<file path="src/rtl/imem_loader_pkg.sv">
// Shared types and constants for the instruction-memory boot loader.
package imem_loader_pkg;

  // Packet framing states of the loader.
  typedef enum logic [2:0] {
    IDLE,
    LEN,
    DATA,
    CSUM,
    RUN
  } loader_state_t;

  // Packet sync byte.
  localparam logic [7:0] LOADER_MAGIC = 8'hA5;

endpackage

</file>
<file path="src/rtl/imem_loader_if.sv">
// Byte-stream input and instruction-memory programming bus of the loader.
// The master side is the loader; the slave side is the surrounding
// system (UART receiver, instruction memory and core).
interface imem_loader_if;
  logic        rx_valid;
  logic [7:0]  rx_data;
  logic        prog_en;
  logic [31:0] prog_addr;
  logic [31:0] prog_data;
  logic        start;
  logic        busy;
  logic        error;

  modport master (
    input  rx_valid, rx_data,
    output prog_en, prog_addr, prog_data, start, busy, error
  );

  modport slave (
    output rx_valid, rx_data,
    input  prog_en, prog_addr, prog_data, start, busy, error
  );
endinterface

</file>
<file path="src/rtl/imem_loader_word_assembler.sv">
// Packs four consecutive payload bytes into a little-endian 32-bit word.
// The first byte of a word ends up in bits [7:0]. word/word_done are
// combinational views of the byte currently being presented, so the
// parent can register the finished word in the same cycle as the 4th byte.
module loader_word_assembler (
  input  logic        clk,
  input  logic        reset,
  input  logic        clear,
  input  logic        byte_valid,
  input  logic [7:0]  byte_in,
  output logic [31:0] word,
  output logic        word_done
);

  // Only the first three bytes need storage; the fourth comes straight in.
  logic [23:0] shift_q, shift_d;
  logic [1:0]  lane_q, lane_d;

  // Next-state for the byte shifter and the lane counter.
  always_comb begin
    shift_d = shift_q;
    lane_d  = lane_q;
    if (clear) begin
      shift_d = '0;
      lane_d  = '0;
    end else if (byte_valid) begin
      shift_d = {byte_in, shift_q[23:8]};
      lane_d  = lane_q + 2'd1;
    end
  end

  // Register the shifter state.
  always_ff @(posedge clk) begin
    if (reset) begin
      shift_q <= '0;
      lane_q  <= '0;
    end else begin
      shift_q <= shift_d;
      lane_q  <= lane_d;
    end
  end

  assign word      = {byte_in, shift_q};
  assign word_done = byte_valid && !clear && (lane_q == 2'd3);

endmodule

</file>
<file path="src/rtl/imem_loader.sv">
// Boot-time loader: frames a UART byte stream into a load packet, writes
// the payload words into instruction memory and releases the core only
// once the packet checksum matches.
module imem_loader
  import imem_loader_pkg::*;
#(
  parameter logic [7:0]  MAGIC          = LOADER_MAGIC,
  parameter logic [31:0] BASE_ADDR      = 32'h0000_0000,
  parameter int unsigned MAX_WORDS      = 4096,
  parameter int unsigned TIMEOUT_CYCLES = 1_000_000
) (
  input  logic              clk,
  input  logic              reset,
  imem_loader_if.master     bus
);

  loader_state_t state_q, state_d;
  logic [31:0]   n_q, n_d;
  logic [1:0]    len_cnt_q, len_cnt_d;
  logic [7:0]    sum_q, sum_d;
  logic [31:0]   word_idx_q, word_idx_d;
  logic [31:0]   idle_q, idle_d;
  logic          prog_en_q, prog_en_d;
  logic [31:0]   prog_addr_q, prog_addr_d;
  logic [31:0]   prog_data_q, prog_data_d;
  logic          start_q, start_d;
  logic          error_q, error_d;

  logic [31:0]   n_shift;
  logic [31:0]   asm_word;
  logic          asm_done;
  logic          asm_clear;
  logic          asm_valid;

  // The assembler only runs while payload bytes are expected; anywhere
  // else it is held cleared so every packet starts on lane 0.
  assign asm_clear = (state_q != DATA);
  assign asm_valid = (state_q == DATA) && bus.rx_valid;
  assign n_shift   = {bus.rx_data, n_q[31:8]};

  loader_word_assembler u_asm (
    .clk        (clk),
    .reset      (reset),
    .clear      (asm_clear),
    .byte_valid (asm_valid),
    .byte_in    (bus.rx_data),
    .word       (asm_word),
    .word_done  (asm_done)
  );

  // Packet FSM, checksum, word index, idle timeout and output next-state.
  always_comb begin
    state_d     = state_q;
    n_d         = n_q;
    len_cnt_d   = len_cnt_q;
    sum_d       = sum_q;
    word_idx_d  = word_idx_q;
    idle_d      = idle_q;
    prog_en_d   = 1'b0;
    prog_addr_d = prog_addr_q;
    prog_data_d = prog_data_q;
    start_d     = start_q;
    error_d     = error_q;

    unique case (state_q)
      IDLE: begin
        if (bus.rx_valid && (bus.rx_data == MAGIC)) begin
          state_d    = LEN;
          error_d    = 1'b0;
          n_d        = '0;
          len_cnt_d  = '0;
          sum_d      = '0;
          word_idx_d = '0;
          idle_d     = '0;
        end
      end
      LEN: begin
        if (bus.rx_valid) begin
          n_d       = n_shift;
          len_cnt_d = len_cnt_q + 2'd1;
          if (len_cnt_q == 2'd3) begin
            if (n_shift > 32'(MAX_WORDS)) begin
              error_d = 1'b1;
              state_d = IDLE;
            end else if (n_shift == 32'd0) begin
              state_d = CSUM;
            end else begin
              state_d = DATA;
            end
          end
        end
      end
      DATA: begin
        if (bus.rx_valid) begin
          sum_d = sum_q + bus.rx_data;
          if (asm_done) begin
            prog_en_d   = 1'b1;
            prog_addr_d = BASE_ADDR + (word_idx_q << 2);
            prog_data_d = asm_word;
            word_idx_d  = word_idx_q + 32'd1;
            if (word_idx_q == (n_q - 32'd1)) state_d = CSUM;
          end
        end
      end
      CSUM: begin
        if (bus.rx_valid) begin
          if (bus.rx_data == sum_q) begin
            state_d = RUN;
            start_d = 1'b1;
          end else begin
            error_d = 1'b1;
            state_d = IDLE;
          end
        end
      end
      RUN: begin
        start_d = 1'b1;
      end
      default: state_d = IDLE;
    endcase

    // Inter-byte timeout inside a packet; a byte in the same cycle wins.
    if ((state_q == LEN) || (state_q == DATA) || (state_q == CSUM)) begin
      if (bus.rx_valid) begin
        idle_d = '0;
      end else if (idle_q >= (TIMEOUT_CYCLES - 1)) begin
        idle_d  = '0;
        error_d = 1'b1;
        state_d = IDLE;
      end else begin
        idle_d = idle_q + 32'd1;
      end
    end
  end

  // State and output registers; reset also suppresses any pending write.
  always_ff @(posedge clk) begin
    if (reset) begin
      state_q     <= IDLE;
      n_q         <= '0;
      len_cnt_q   <= '0;
      sum_q       <= '0;
      word_idx_q  <= '0;
      idle_q      <= '0;
      prog_en_q   <= 1'b0;
      prog_addr_q <= '0;
      prog_data_q <= '0;
      start_q     <= 1'b0;
      error_q     <= 1'b0;
    end else begin
      state_q     <= state_d;
      n_q         <= n_d;
      len_cnt_q   <= len_cnt_d;
      sum_q       <= sum_d;
      word_idx_q  <= word_idx_d;
      idle_q      <= idle_d;
      prog_en_q   <= prog_en_d;
      prog_addr_q <= prog_addr_d;
      prog_data_q <= prog_data_d;
      start_q     <= start_d;
      error_q     <= error_d;
    end
  end

  assign bus.prog_en   = prog_en_q;
  assign bus.prog_addr = prog_addr_q;
  assign bus.prog_data = prog_data_q;
  assign bus.start     = start_q;
  assign bus.error     = error_q;
  assign bus.busy      = (state_q == LEN) || (state_q == DATA) || (state_q == CSUM);

endmodule
</file>
<file path="src/flat_wrapper.sv">
// flat-port wrapper written by rule: the top's interface ports become plain ports
module imem_loader_flat import imem_loader_pkg::*;
#(
  parameter logic [7:0]  MAGIC          = LOADER_MAGIC,
  parameter logic [31:0] BASE_ADDR      = 32'h0000_0000,
  parameter int unsigned MAX_WORDS      = 4096,
  parameter int unsigned TIMEOUT_CYCLES = 1_000_000
)
  (clk, reset, bus_rx_valid, bus_rx_data, bus_prog_en, bus_prog_addr, bus_prog_data, bus_start, bus_busy, bus_error);
  imem_loader_if bus_i ();
  input  logic clk;
  input  logic reset;
  input wire logic [$bits(bus_i.rx_valid)-1:0] bus_rx_valid;
  input wire logic [$bits(bus_i.rx_data)-1:0] bus_rx_data;
  output wire logic [$bits(bus_i.prog_en)-1:0] bus_prog_en;
  output wire logic [$bits(bus_i.prog_addr)-1:0] bus_prog_addr;
  output wire logic [$bits(bus_i.prog_data)-1:0] bus_prog_data;
  output wire logic [$bits(bus_i.start)-1:0] bus_start;
  output wire logic [$bits(bus_i.busy)-1:0] bus_busy;
  output wire logic [$bits(bus_i.error)-1:0] bus_error;
  assign bus_i.rx_valid = bus_rx_valid;
  assign bus_i.rx_data = bus_rx_data;
  assign bus_prog_en = bus_i.prog_en;
  assign bus_prog_addr = bus_i.prog_addr;
  assign bus_prog_data = bus_i.prog_data;
  assign bus_start = bus_i.start;
  assign bus_busy = bus_i.busy;
  assign bus_error = bus_i.error;
  imem_loader #(.MAGIC(MAGIC), .BASE_ADDR(BASE_ADDR), .MAX_WORDS(MAX_WORDS), .TIMEOUT_CYCLES(TIMEOUT_CYCLES)) u_core (.clk(clk), .reset(reset), .bus(bus_i));
endmodule
</file>
<file path="config.mk">
export PLATFORM = sky130hd
export DESIGN_NAME = imem_loader_flat
export DESIGN_NICKNAME = d
export VERILOG_FILES = /design/src/rtl/imem_loader_pkg.sv /design/src/rtl/imem_loader_if.sv /design/src/rtl/imem_loader_word_assembler.sv /design/src/rtl/imem_loader.sv /design/src/flat_wrapper.sv
export SDC_FILE = /design/constraint.sdc
export NUM_CORES = 1
export LEC_CHECK = 0
export CORE_MARGIN = 4
export CORE_UTILIZATION = 58
export DETAILED_ROUTE_END_ITERATION = 12
export HOLD_SLACK_MARGIN = 0.1
export PLACE_DENSITY = 0.8
export SYNTH_ARGS = -nofsm -noshare
export SYNTH_HDL_FRONTEND = slang
export SYNTH_SLANG_ARGS = --single-unit
</file>
<file path="constraint.sdc">
create_clock -name clk -period 3.5 [get_ports clk]
set_input_delay 0.7 -clock clk [delete_from_list [all_inputs] [get_ports clk]]
set_output_delay 0.7 -clock clk [all_outputs]
set_load 0.02 [all_outputs]
</file>
Word-level counts from Yosys, hierarchy flattened
Index checks and enable logic that the tools add are counted.
Widths: inputs -> output; s select.
{ "classes": {"reduce_logical": 22, "n_eq_ne": 16, "bitwise_logic": 2, "n_mux": 44, "order_cmp": 2, "addsub": 6} }
{ "ops": {"columns": ["cell", "n"], "rows": [
  ["$mux 32", 8],
  ["$pmux 32 s2", 2],
  ["$add 32x1->32 const B", 2],
  ["$mux 3", 12],
  ["$eq 32x32->1", 1],
  ["$ge 32x20->1 const B", 1],
  ["$gt 32x13->1 const B", 1],
  ["$logic_not 32->1", 1],
  ["$sub 32x1->32 const B", 1],
  ["$mux 8", 2],
  ["$pmux 8 s2", 1],
  ["$pmux 3 s5", 1],
  ["$mux 1", 13],
  ["$reduce_and 3->1", 4],
  ["$reduce_bool 2->1", 5],
  ["$add 8x8->8", 1],
  ["$eq 8x8->1", 1],
  ["$eq 8x8->1 const B", 1],
  ["$eq 3x2->1 const B", 2],
  ["$ne 2x1->1 const B", 3],
  ["$ne 2x2->1 const B", 3],
  ["$add 2x1->2 const B", 2],
  ["$eq 2x2->1 const B", 2],
  ["$logic_and 1x1->1", 4],
  ["other kinds (15)", 18]
]} }
{ "totals": {"output_inout_bits": 68, "ff_bits": 200, "elab_cells": 105} }

Depth between registers and ports, before layout
{ "logic_depth": {"word_depth": 10, "mapped_depth": 11, "depth_no_buf": 10} }

Modules after synthesis
From an unflattened synthesis, not the netlist that was laid out.
{ "hier_totals": {"hier_cells": 1161, "area_unflattened_um2": 9451.6} }
{ "by_module_without_submodules": {"columns": ["mod", "area_each_um2", "instances", "seq_area_each_um2", "cells_per_inst"], "rows": [
  ["imem_loader", 8410.6, 1, 3483.3, 1065],
  ["loader_word_assembler", 1041.0, 1, 520.5, 96]
]} }

Worst setup path after synthesis
Ideal clock, no wire load.
{ "synth_timing": {"path_kind": "input to register", "from": "input port bus_rx_valid", "to": "register u_core.word_idx_q[31]", "arrival_time_ns": 2.875, "path_stages": 11, "slack_ns": 0.497, "setup_ns": 0.128, "cell_sequence": "clkbuf_1 nor4bb_1 buf_2 nand2_1 clkbuf_1 a2111oi_1 nand2_1 nor2_1 nand4_1 xor2_1 nor2_1"} }
{ "synth_between": {"elab_chain_cells": 5} }
{ "synth_rtl": {"columns": ["item", "line_no", "source"], "rows": [
  ["start: declaration", "flat_wrapper.sv:13", "input wire logic [$bits(bus_i.rx_valid)-1:0] bus_rx_valid;"],
  ["$logic_and 1x1->1", "imem_loader.sv:38", "assign asm_valid = (state_q == DATA) && bus.rx_valid;"],
  ["$logic_and 1x1->1 (2 in series)", "imem_loader_word_assembler.sv:44", "assign word_done = byte_valid && !clear && (lane_q == 2'd3);"],
  ["$ne 2x1->1 (no line)", null, null],
  ["$reduce_and 4->1 (no line) *", null, null],
  ["end signal: assignment", "imem_loader.sv:155", "word_idx_q <= word_idx_d;"],
  ["end: declaration", "imem_loader.sv:21", "logic [31:0] word_idx_q, word_idx_d;"]
]} }
Mark *: on every way between the ends. The rest lies on a longest branch, timed or not.
A chain may end at the register's enable or synchronous reset.

Worst setup path after layout
{ "layout_timing": {"from": "register u_core.n_q[0]", "to": "register u_core.state_q[0]"} }
{ "layout_between": {"elab_chain_cells": 9} }
{ "layout_rtl": {"columns": ["item", "line_no", "source"], "rows": [
  ["start: declaration", "imem_loader.sv:18", "logic [31:0] n_q, n_d;"],
  ["start signal: assignment", "imem_loader.sv:152", "n_q <= n_d;"],
  ["$sub 32x1->32 *", "imem_loader.sv:101", "if (word_idx_q == (n_q - 32'd1)) state_d = CSUM;"],
  ["$eq 32x32->1 *", "imem_loader.sv:101", null],
  ["$mux 3 *", "imem_loader.sv:101", null],
  ["$mux 3 *", "imem_loader.sv:96", "if (asm_done) begin"],
  ["$mux 3 *", "imem_loader.sv:94", "if (bus.rx_valid) begin"],
  ["$pmux 3 s5 *", "imem_loader.sv:65", "unique case (state_q)"],
  ["$mux 3", "imem_loader.sv:126", "end else if (idle_q >= (TIMEOUT_CYCLES - 1)) begin"],
  ["$mux 3", "imem_loader.sv:124", "if (bus.rx_valid) begin"],
  ["$mux 3 *", "imem_loader.sv:123", "if ((state_q == LEN) || (state_q == DATA) || (state_q == CSUM)) begin"],
  ["end signal: assignment", "imem_loader.sv:151", "state_q <= state_d;"],
  ["end: declaration", "imem_loader.sv:17", "loader_state_t state_q, state_d;"]
]} }
Marked as above.

==> summary.log <==
qor: timing.total_negative_slack 0 ns
qor: synthesis.main_area_contributors_after_synthesis dfxtp_1, nand2_1, a21oi_1
qor: run.drv_cap 0
qor: placement.io_buffer_count 76
qor: critical_path.worstSetupStartpointType flip-flop
qor: synthesis.synthesis.instances 1149
qor: critical_path.crit_top_cell a31oi_1
qor: critical_path.timing.reg2reg.setup_slack 0.24 ns
qor: drt.first_iter_violations 790
qor: clock_tree.postCtsSetupRepairBufs 0
qor: synthesis.yosys.area.top_type dfxtp_1
qor: timing.fin_worst_skew 0.0106 ns
qor: critical_path.worst_setup_path_startpoint u_core.n_q[0]$_SDFFE_PP0P_
qor: placement.final_gp_congestion 0.975
qor: critical_path.worst_r2r_path_depth 10
qor: timing.worst_slew_pin_slew 0.735 ns
qor: final_layout.num-fill-cells 1240
qor: clock_tree.clk-insertion-delay-late 0.45 ns
qor: final_layout.final_util 69.4%
qor: final_layout.final_cell_area 11000 um^2
qor: grt.grt_first_pass_wirelength 40.1 mm
qor: synthesis.yosys_warnings 0
qor: timing.clock.fmax 307 MHz
qor: grt.grt-ovfl-total 0
qor: floorplan.die-height 135 um
qor: timing.post-route-period-util 93.1%
qor: power.total_power_draw 4.40 mW
qor: final_layout.seq_area 4000 um^2
qor: clock_tree.tritoncts done
qor: timing.report.final.setup_viol 0
qor: floorplan.floorplan.die.width 135 um
qor: critical_path.critPathCapture u_core.state_q[0]$_SDFF_PP0_
qor: floorplan.die_area 18200 um^2
qor: final_layout.multi_input_comb_area 4960 um^2
qor: drt.wirelength 24.5 mm
qor: critical_path.end_kind flip-flop
qor: grt.number_of_global_route_vias_before_repair 7977
qor: critical_path.reg2reg_to u_core.state_q[0]$_SDFF_PP0_
qor: power.power_per_cell_area 400 nW/um^2
qor: timing.finalHoldViolCount 0
qor: timing.grt_setup_unrepaired false
qor: final_layout.num-nets-final 1233
qor: critical_path.worst-setup-path-type reg -> reg
qor: timing.slew_violations 0
qor: synthesis.synth_async_sr_flop_share 0%
qor: final_layout.syn2layout_area_growth 17.4%
qor: clock_tree.clock-root-buffer clkbuf_16
qor: critical_path.regToRegStartpoint u_core.n_q[0]$_SDFFE_PP0P_
qor: power.power_leakage 3.93 nW
qor: drt.total_vias_in_the_final_route 8424
qor: clock_tree.clkSinkCount 200
qor: outcome.run_status finished clean
qor: drt.drtAntennaViolNets 0
qor: synthesis.yosys_register_bits 200
qor: drt.drc_errors 0
qor: placement.place_hpwl 16.8 mm
qor: floorplan.ioPinCount 79
qor: clock_tree.tritoncts.num_buffers 17
qor: critical_path.arrival 3.63 ns
qor: clock_tree.cts_hold_buffers 0
qor: critical_path.timing.critical_path.required 3.87 ns
qor: min_path.hold_path.class reg -> reg
qor: timing.final_period_minus_worst_setup_slack 3.26 ns
qor: grt.grt_use_total 27.1%
qor: critical_path.timing.critical_path.slowest_cell_delay 0.54 ns
qor: synthesis.synthFlopType dfxtp_1
qor: final_layout.n_antenna_cell 0
qor: synthesis.synthDistinctLibCells 67
qor: grt.maximum_number_of_pins_on_one_net_before_global_route_repair 64
qor: drt.detail_route.first_pass.iterations 5
qor: synthesis.syn-cell-area 9360 um^2
qor: drt.drt-vias-per-instance 5.86
qor: placement.placement.cell_area 10400 um^2
qor: drt.post_drt_wl_per_cell 17.0 um
qor: critical_path.path_max_fanout 7
qor: synthesis.synth_area_per_cell 8.15 um^2
qor: critical_path.timing.critical_path.slowest_stage_cell or4b_4
qor: clock_tree.clockBufferDepth 2
qor: synthesis.number_of_enable_flip_flop_cells_after_synthesis 0
qor: final_layout.layout.cells.most_common_list nand2_1, dfxtp_1, a21oi_1, nor2_1, clkdlybuf4s50_1
qor: final_layout.drive_above_1_share 7.61%
qor: power.vdd_ir_drop_max 0.356 mV
qor: clock_tree.h-tree-depth 4
qor: floorplan.core_region_area 15800 um^2
qor: synthesis.seq_area_frac_synth 42.8%
qor: clock_tree.path_clk_slew 0.08 ns
qor: final_layout.layout_commonest_cell nand2_1
qor: floorplan.initial_core_util 59.1%
qor: floorplan.std_cell_rows 46
qor: timing.maxSlewHeadroom 50.5%
qor: critical_path.timing.critical_path.cells inv_1, ha_1, or4b_4, a2111oi_0, a31oi_1, o32ai_1, a31oi_1, or3_1, or4_1, a31oi_1
qor: synthesis.post-synth-top-area-fraction 42.8%
qor: grt.antenna_found_initial 0
qor: clock_tree.postCtsResizedCells 0
synth_stat cells, types with 2 or more instances:
cell and count:
nor4_1 16, and4_1 8, o41ai_1 3, or3_1 12, buf_6 6, nand2_1 218, o21a_1 3, a211o_1 2
nand3b_1 3, a31oi_1 9, inv_1 11, nand4_1 25, buf_2 4, nand3_1 61, a2111oi_0 6, nor3b_1 3
and3_1 12, ha_1 12, mux2i_1 31, dfxtp_1 200, a2111oi_1 2, or2_2 2, o21ai_1 2, clkbuf_1 58
a21o_1 5, o221ai_1 2, buf_4 4, a32oi_1 3, nand2b_1 5, nor4_2 3, and2_1 5, nand4b_1 3
or4_1 3, a41oi_1 2, buf_1 4, xor2_1 54, nor2_1 114, xnor2_1 44, a21oi_1 127, nor3_1 23
nor2b_1 4, o21ai_0 10
metal layers:
| layer | share of wire, % | up-vias | global-route usage, % |
|---|---|---|---|
| li1 | - | 4084 | - |
| met3 | 6.8 | 48 | 5.81 |
| met1 | 45 | 4001 | 37.7 |
| met4 | 1.9 | 0 | 8.12 |
| met5 | 0 | - | 0 |
| met2 | 46 | 291 | 42.6 |
worst min path at each step:
stage	end	cells after the start	slack, ns	startpoint
2_1_floorplan	u_core.bus.prog_data[0]$_SDFFE_PP0P_	2	0.43	u_core.u_asm.shift_q[0]$_SDFFE_PP0P_
3_3_place_gp	u_core.bus.start$_SDFFE_PP0P_	2	0.44	u_core.bus.start$_SDFFE_PP0P_
3_5_place_dp	u_core.bus.start$_SDFFE_PP0P_	2	0.44	u_core.bus.start$_SDFFE_PP0P_
4_1_cts	u_core.bus.start$_SDFFE_PP0P_	2	0.45	u_core.bus.start$_SDFFE_PP0P_
5_1_grt	u_core.bus.prog_addr[29]$_SDFFE_PP0P_	2	0.47	u_core.bus.prog_addr[29]$_SDFFE_PP0P_
6_report	u_core.bus.start$_SDFFE_PP0P_	2	0.45	u_core.bus.start$_SDFFE_PP0P_
metrics by stage:
step	setup WS, ns	std cells	hold WS (ns)
6_report	0.243	1438	0.448
4_1_cts	0.264	1438	0.451
3_5_place_dp	0.0912	1406	0.441
3_3_place_gp	0.115	1406	0.436
2_1_floorplan	0.497	1150	0.431
5_1_grt	0.0514	1438	0.475
layout make-up:
cell class                 count  share of cell area, %
timing repair buffer         118                   9.95
tap                          216                   2.46
clock inverter                15                   1.78
sequential                   200                   36.4
clock buffer                  17                   3.87
inverter                      11                  0.376
multi-input combinational    861                   45.1
sequential cells by signal, summed over array words and instances (netlist names), 3 cells and up:
signal	flops
u_core.u_asm.shift_q	24
u_core.word_idx_q	32
u_core.n_q	32
u_core.idle_q	32
u_core.bus.prog_addr	30
u_core.state_q	3
u_core.bus.prog_data	32
u_core.sum_q	8
cells by family (layout without fill, tap and decap cells):
| family | Yosys count | count (layout) | synth area share, % |
|---|---|---|---|
| AOI/OAI and AO/OA | 188 | 188 | 11.8 |
| other | 1 | 2 | 0.0401 |
| DFF | 200 | 200 | 42.8 |
| xor gates and xnor gates | 98 | 98 | 9.17 |
| adders and majority gates | 13 | 13 | 1.82 |
| muxes | 31 | 31 | 3.32 |
| buffers and inverters | 89 | 161 | 4.36 |
| and+or+nand+nor | 529 | 529 | 26.7 |
where the power goes:
part / leakage [nW] / switching, mW / internal (mW)
combinational: 2.02 / 0.0706 / 0.0371
sequential: 1.61 / 0.000136 / 2.27
clock: 0.301 / 1.03 / 0.984
total: 3.93 / 1.10 / 3.29
critical path, delay by kind of cell, from the launching register on:
family	cells	cell delay (ns)
AND/OR/NAND/NOR	3	1.45
AO/OA/AOI/OAI	5	0.96
adder cells (fa/ha/maj)	1	0.30
flip-flops	1	0.38
buffers and inverters	1	0.09
Power figures use the tool's default switching activity.
